### src/rtl/fp13_pkg.sv
`default_nettype none
// ============================================================
// Package  : fp13_pkg
// Summary  : fp13 word layout, constants and accumulator states.
// Revision : 1.0
// ============================================================
package fp13_pkg;

  typedef struct packed {
    logic       sign;
    logic [3:0] exp;
    logic [7:0] frac;
  } fp13_t;

  localparam int          FP13_BIAS    = 7;
  localparam logic [12:0] FP13_ZERO    = 13'h0000;
  localparam int          FP13_EXP_MAX = 15;

  localparam logic [2:0] ST_IDLE  = 3'd0;
  localparam logic [2:0] ST_ALIGN = 3'd1;
  localparam logic [2:0] ST_ADD   = 3'd2;
  localparam logic [2:0] ST_NORM  = 3'd3;
  localparam logic [2:0] ST_DONE  = 3'd4;

  typedef enum logic [2:0] {
    S_IDLE  = ST_IDLE,
    S_ALIGN = ST_ALIGN,
    S_ADD   = ST_ADD,
    S_NORM  = ST_NORM,
    S_DONE  = ST_DONE
  } fp13_acc_state_e;

  // exp==0 encodes zero regardless of the fraction bits
  function automatic logic [8:0] fp13_mant(input fp13_t x);
    return (x.exp == 4'd0) ? 9'd0 : {1'b1, x.frac};
  endfunction

endpackage

`default_nettype wire

### src/rtl/fp13_normalize.sv
`default_nettype none
// ============================================================
// Module   : fp13_normalize
// Summary  : single-cycle renormalisation of a 10-bit magnitude into fp13.
// Revision : 1.0
// ============================================================
module fp13_normalize
  import fp13_pkg::*;
(
  input  logic [9:0]        i_mag,
  input  logic signed [4:0] i_exp,
  input  logic              i_sign,
  output fp13_t             o_fp,
  output logic              o_range
);

  localparam logic signed [5:0] EXP_HI = 6'(FP13_EXP_MAX);

  logic [3:0]        w_lz;
  logic signed [5:0] w_exp;
  logic [7:0]        w_frac;

  // ascending scan: the highest set bit below bit 9 wins
  always_comb begin
    w_lz = 4'd0;
    for (int i = 0; i < 9; i++) begin
      if (i_mag[i]) w_lz = 4'(8 - i);
    end
  end

  always_comb begin
    if (i_mag[9]) begin
      w_exp  = {i_exp[4], i_exp} + 6'sd1;
      w_frac = i_mag[8:1];
    end else begin
      w_exp  = {i_exp[4], i_exp} - {2'b00, w_lz};
      w_frac = i_mag[7:0] << w_lz;
    end
  end

  always_comb begin
    o_fp    = FP13_ZERO;
    o_range = 1'b0;
    if (i_mag == 10'd0) begin
      o_fp = FP13_ZERO;
    end else if (w_exp > EXP_HI) begin
      o_fp    = '{sign: i_sign, exp: 4'hF, frac: 8'hFF};
      o_range = 1'b1;
    end else if (w_exp < 6'sd1) begin
      o_fp    = FP13_ZERO;
      o_range = 1'b1;
    end else begin
      o_fp = '{sign: i_sign, exp: w_exp[3:0], frac: w_frac};
    end
  end

endmodule

`default_nettype wire

### src/rtl/fp13_stream_accumulator.sv
`default_nettype none
// ============================================================
// Module   : fp13_stream_accumulator
// Summary  : sums a packet of fp13 samples, four cycles per sample;
//            define FP13_ACC_OVF_FLAG_EN to add the sticky out_ovf port.
// Revision : 1.0
// ============================================================
module fp13_stream_accumulator
  import fp13_pkg::*;
#(
  parameter int CNT_W = 8
) (
  input  logic             clk,
  input  logic             rst_n,
  input  logic             in_valid,
  output logic             in_ready,
  input  logic [12:0]      in_fp,
  input  logic             in_last,
  output logic             out_valid,
  input  logic             out_ready,
  output logic [12:0]      out_fp,
  output logic [CNT_W-1:0] out_count
`ifdef FP13_ACC_OVF_FLAG_EN
  ,
  output logic             out_ovf
`endif
);

  fp13_acc_state_e  r_state;
  fp13_t            r_acc;
  fp13_t            r_smp;
  logic             r_last;
  logic [CNT_W-1:0] r_cnt;
  logic [8:0]       r_m_big;
  logic [8:0]       r_m_small;
  logic             r_s_big;
  logic             r_s_small;
  logic [3:0]       r_exp;
  logic [9:0]       r_mag;
  logic             r_sign;

  logic       w_acc_big;
  logic [3:0] w_ediff;
  logic [8:0] w_m_big;
  logic [8:0] w_m_small;
  logic [8:0] w_m_shift;
  logic [9:0] w_mag;
  logic       w_sign;
  fp13_t      w_norm;
  logic       w_range;

  // ALIGN: the larger-exponent operand keeps its mantissa, the other is truncated
  always_comb begin
    w_acc_big = (r_acc.exp >= r_smp.exp);
    if (w_acc_big) begin
      w_ediff   = r_acc.exp - r_smp.exp;
      w_m_big   = fp13_mant(r_acc);
      w_m_small = fp13_mant(r_smp);
    end else begin
      w_ediff   = r_smp.exp - r_acc.exp;
      w_m_big   = fp13_mant(r_smp);
      w_m_small = fp13_mant(r_acc);
    end
    w_m_shift = (w_ediff >= 4'd9) ? 9'd0 : (w_m_small >> w_ediff);
  end

  always_comb begin
    if (r_s_big == r_s_small) begin
      w_mag  = {1'b0, r_m_big} + {1'b0, r_m_small};
      w_sign = r_s_big;
    end else if (r_m_big >= r_m_small) begin
      w_mag  = {1'b0, r_m_big - r_m_small};
      w_sign = r_s_big;
    end else begin
      w_mag  = {1'b0, r_m_small - r_m_big};
      w_sign = r_s_small;
    end
  end

  fp13_normalize u_norm (
    .i_mag   (r_mag),
    .i_exp   ({1'b0, r_exp}),
    .i_sign  (r_sign),
    .o_fp    (w_norm),
    .o_range (w_range)
  );

  always_ff @(posedge clk or negedge rst_n) begin
    if (!rst_n) begin
      r_state   <= S_IDLE;
      r_acc     <= FP13_ZERO;
      r_smp     <= FP13_ZERO;
      r_last    <= 1'b0;
      r_cnt     <= '0;
      r_m_big   <= 9'd0;
      r_m_small <= 9'd0;
      r_s_big   <= 1'b0;
      r_s_small <= 1'b0;
      r_exp     <= 4'd0;
      r_mag     <= 10'd0;
      r_sign    <= 1'b0;
    end else begin
      case (r_state)
        S_IDLE: begin
          if (in_valid) begin
            r_smp   <= in_fp;
            r_last  <= in_last;
            if (r_cnt != '1) r_cnt <= r_cnt + 1'b1;
            r_state <= S_ALIGN;
          end
        end
        S_ALIGN: begin
          r_m_big   <= w_m_big;
          r_m_small <= w_m_shift;
          r_s_big   <= w_acc_big ? r_acc.sign : r_smp.sign;
          r_s_small <= w_acc_big ? r_smp.sign : r_acc.sign;
          r_exp     <= w_acc_big ? r_acc.exp : r_smp.exp;
          r_state   <= S_ADD;
        end
        S_ADD: begin
          r_mag   <= w_mag;
          r_sign  <= w_sign;
          r_state <= S_NORM;
        end
        S_NORM: begin
          r_acc   <= w_norm;
          r_state <= r_last ? S_DONE : S_IDLE;
        end
        S_DONE: begin
          if (out_ready) begin
            r_acc   <= FP13_ZERO;
            r_cnt   <= '0;
            r_state <= S_IDLE;
          end
        end
        default: r_state <= S_IDLE;
      endcase
    end
  end

  assign in_ready  = (r_state == S_IDLE);
  assign out_valid = (r_state == S_DONE);
  assign out_fp    = r_acc;
  assign out_count = r_cnt;

`ifdef FP13_ACC_OVF_FLAG_EN
  logic r_ovf;

  always_ff @(posedge clk or negedge rst_n) begin
    if (!rst_n) begin
      r_ovf <= 1'b0;
    end else if (r_state == S_NORM && w_range) begin
      r_ovf <= 1'b1;
    end else if (r_state == S_DONE && out_ready) begin
      r_ovf <= 1'b0;
    end
  end

  assign out_ovf = r_ovf;
`else
  logic w_unused_range;
  assign w_unused_range = w_range;
`endif

endmodule

`default_nettype wire

### config.mk
export PLATFORM = sky130hd
export DESIGN_NAME = fp13_stream_accumulator
export DESIGN_NICKNAME = d
export VERILOG_FILES = /design/src/rtl/fp13_pkg.sv /design/src/rtl/fp13_normalize.sv /design/src/rtl/fp13_stream_accumulator.sv
export SDC_FILE = /design/constraint.sdc
export NUM_CORES = 1
export LEC_CHECK = 0
export CORE_MARGIN = 1
export CORE_UTILIZATION = 45
export DETAILED_ROUTE_END_ITERATION = 12
export GPL_ROUTABILITY_DRIVEN = 0
export PLACE_DENSITY_LB_ADDON = 0.2
export SLEW_MARGIN = 5
export SYNTH_ARGS = -nofsm -noshare
export SYNTH_HDL_FRONTEND = slang
export SYNTH_SLANG_ARGS = --single-unit
### constraint.sdc
create_clock -name clk -period 3.9 [get_ports clk]
set_input_delay 0.78 -clock clk [delete_from_list [all_inputs] [get_ports clk]]
set_output_delay 0.78 -clock clk [all_outputs]
set_load 0.05 [all_outputs]
==> results.toml <==
[synth]
ys.warnings.count = 0
synth.most_common_cell = "dfrtp_1"
synth_top_family_by_area = "compound AO/OA/AOI/OAI gates"
synth_compound_area_frac = 0.228
synth_top_cell_by_area = "dfrtp_1"
ys_types = 81
syn_nets = 680
synth_area_leaders = "dfrtp_1 (33%), ha_1 (8.7%), mux2i_1 (6.3%)"
synth_top_cell_area_share = 0.327
yosys.area_share.adder = 0.109
syn-cell-area_um2 = 5580
synth_edf_count = 0
ys_seq_elements = 73
synth_top_cells_by_count = "dfrtp_1 (73), nand2_1 (71), nor2_1 (53), inv_1 (43), ha_1 (39)"
seq_area_frac_synth = 0.327
synth-simple-area-share = 0.156
async_flop_share = 1.00
synthCells = 617
synth_flop_cell = "dfrtp_1"
synth-xor-area-share = 0.0251
avgSynthCellArea_um2 = 9.05
muxShareOfSynthArea = 0.0950

[worst_setup_path]
r2r_start = "r_mag[8]"
worst-path-max-fanout = 15
crit_end = "out_fp[6]"
regToRegEndpoint = "out_fp[6]"
cp-startpoint = "r_mag[8]"
reg2regPathDepth = 12
endpoint_kind = "register"
path_class = "register to register"
critPathRequiredTime_ns = 4.16
rrSetupSlack_ns = 0.40
cp-start-kind = "register"
worstPathArrival_ns = 3.76

[sta]
rsz0062_at_grt = "false"
fmax_mhz = 286
setup_viol_count_final = 0
period_needed_ns = 3.50
fin_skew_ns = 0.00759
post-route-period-util = 0.898
tightestPinTransition_ns = 1.05
tns_ns = 0
slew_viol_final = 0
finalHoldViolCount = 0
max-slew-margin-rel = 0.300

[clocking]
clock-root-buffer = "clkbuf_16"
cts_buffer_depth = 2
cts_sinks = 73
cts_max_level = 3
cts_tree = "yes"
cts_resized = 0
post_cts_buffers = 0
clkTransAtPathRegs_ns = 0.06
clk_latency_ns = 0.33
hold_buffers = 0
cts_buffers = 9

[detailed_routing]
drt-total-wl_um = 14200
via_count = 4779
drtIter0Drc = 345
ant_nets = 0
dr.pass1.iters = 5
routed_via_density = 5.86
wl_per_cell_um = 17.4
drc = 0

[global_routing]
grt_max_degree = 74
grt_usage = 0.229
grt_first_pass_wirelength_um = 23200
grt_remaining_overflow = 0
grt_pass1_vias = 4562
antenna_found_initial = 0

[layout]
area_growth_pct = 14.5
layout-drive-gt1-share = 0.0941
antennaDiodeCount = 0
fin_nets = 706

[floorplan]
die_x_um = 113
initial_core_util = 0.463
rows = 40
die_h_um = 113
core_um2 = 12100
io_pins = 41
die_area_um2 = 12900

[status]
status = "finished, final reports clean"

[flow_run]
cap_violations = 0

[placement]
dp_hpwl_um = 10700
io_buffers = 40

[min_path]
hp-class = "register to register"
hp-start = "r_last"
[how the worst min path moves through the flow]
stage	end	slack, ns	cells past startpoint
global placement	r_state[2]	0.48	1
global route	r_state[2]	0.54	1
floorplan	r_state[2]	0.46	1
CTS	r_state[2]	0.50	1
finish	r_state[2]	0.50	1
detailed placement	r_state[2]	0.48	1
[cells by family after synthesis]
group,count (synthesis)
xor gates and xnor gates,16
muxes,51
and+or+nand+nor,185
DFF,73
buffers and inverters,74
AOI/OAI and AO/OA,173
adders and majority gates,45
[worst max-delay path, cell delays in order (launching register included)]
cell and delay [ns]:
dfrtp_1 0.65, nand2b_1 0.19, o22a_1 0.17, o41ai_2 0.07
buf_4 0.18, ha_1 0.21, fa_1 0.41, xor2_1 0.16
o21ai_0 0.25, nand3b_1 0.16, a21oi_1 0.11, nor2_1 0.59
a32o_1 0.28
[layout make-up]
type	instances	area [um^2]
fill	1133	5670
multi-input combinational	470	3430
sequential	73	1830
timing repair buffer	45	435
clock buffer	10	229
tap	168	210
inverter	44	165
clock inverter	6	92.6
[flip-flops by register name (all words and copies together), names as in the netlist, 3 cells and up]
signal and flops:
r_m_big 9, r_m_small 9, out_fp 13, r_smp 13, r_exp 4, out_count 8, r_state 3, r_mag 10
[cell usage in the layout (no fill, tap or decap), types with 5 or more instances in the layout]
master / n
xor2_1: 7
buf_4: 6
nand2_1: 71
nor3_1: 9
a311oi_1: 9
a31oi_1: 8
ha_1: 39
a22o_1: 7
inv_1: 43
a21o_1: 6
nand3b_1: 5
clkdlybuf4s50_1: 39
clkbuf_16: 9
a21oi_1: 33
nand3_1: 11
xnor2_1: 9
o21ai_1: 7
a221o_1: 6
mux2i_1: 35
or3_1: 5
o21ai_0: 35
o31ai_1: 5
nand4_1: 5
dfrtp_1: 73
mux2_2: 16
nor2_1: 53
fa_1: 6
[metrics by stage]
| step | hold slack [ns] | instance area [um^2] | utilization | worst slack [ns] | cells |
|---|---|---|---|---|---|
| after CTS | 0.500 | 6390 | 0.530 | 0.458 | 816 |
| after floorplan | 0.462 | 5580 | - | 0.739 | 617 |
| final | 0.498 | 6390 | 0.530 | 0.399 | 816 |
| after global placement | 0.480 | 6070 | 0.503 | 0.632 | 800 |
| after detailed placement | 0.480 | 6070 | 0.503 | 0.495 | 800 |
| after global routing | 0.543 | 6390 | 0.530 | 0.213 | 816 |
[metal layers]
metal | up-vias | track usage | routed length [um]
met5 | - | 0 | 0
met4 | 0 | 0.0842 | 325
met3 | 21 | 0.0356 | 840
met2 | 173 | 0.370 | 6530
met1 | 2307 | 0.311 | 6490
li1 | 2278 | - | -
Power is left out: the tool's default activity adds up to more than one toggle a clock period on the data nets, which glitch-free logic cannot reach.
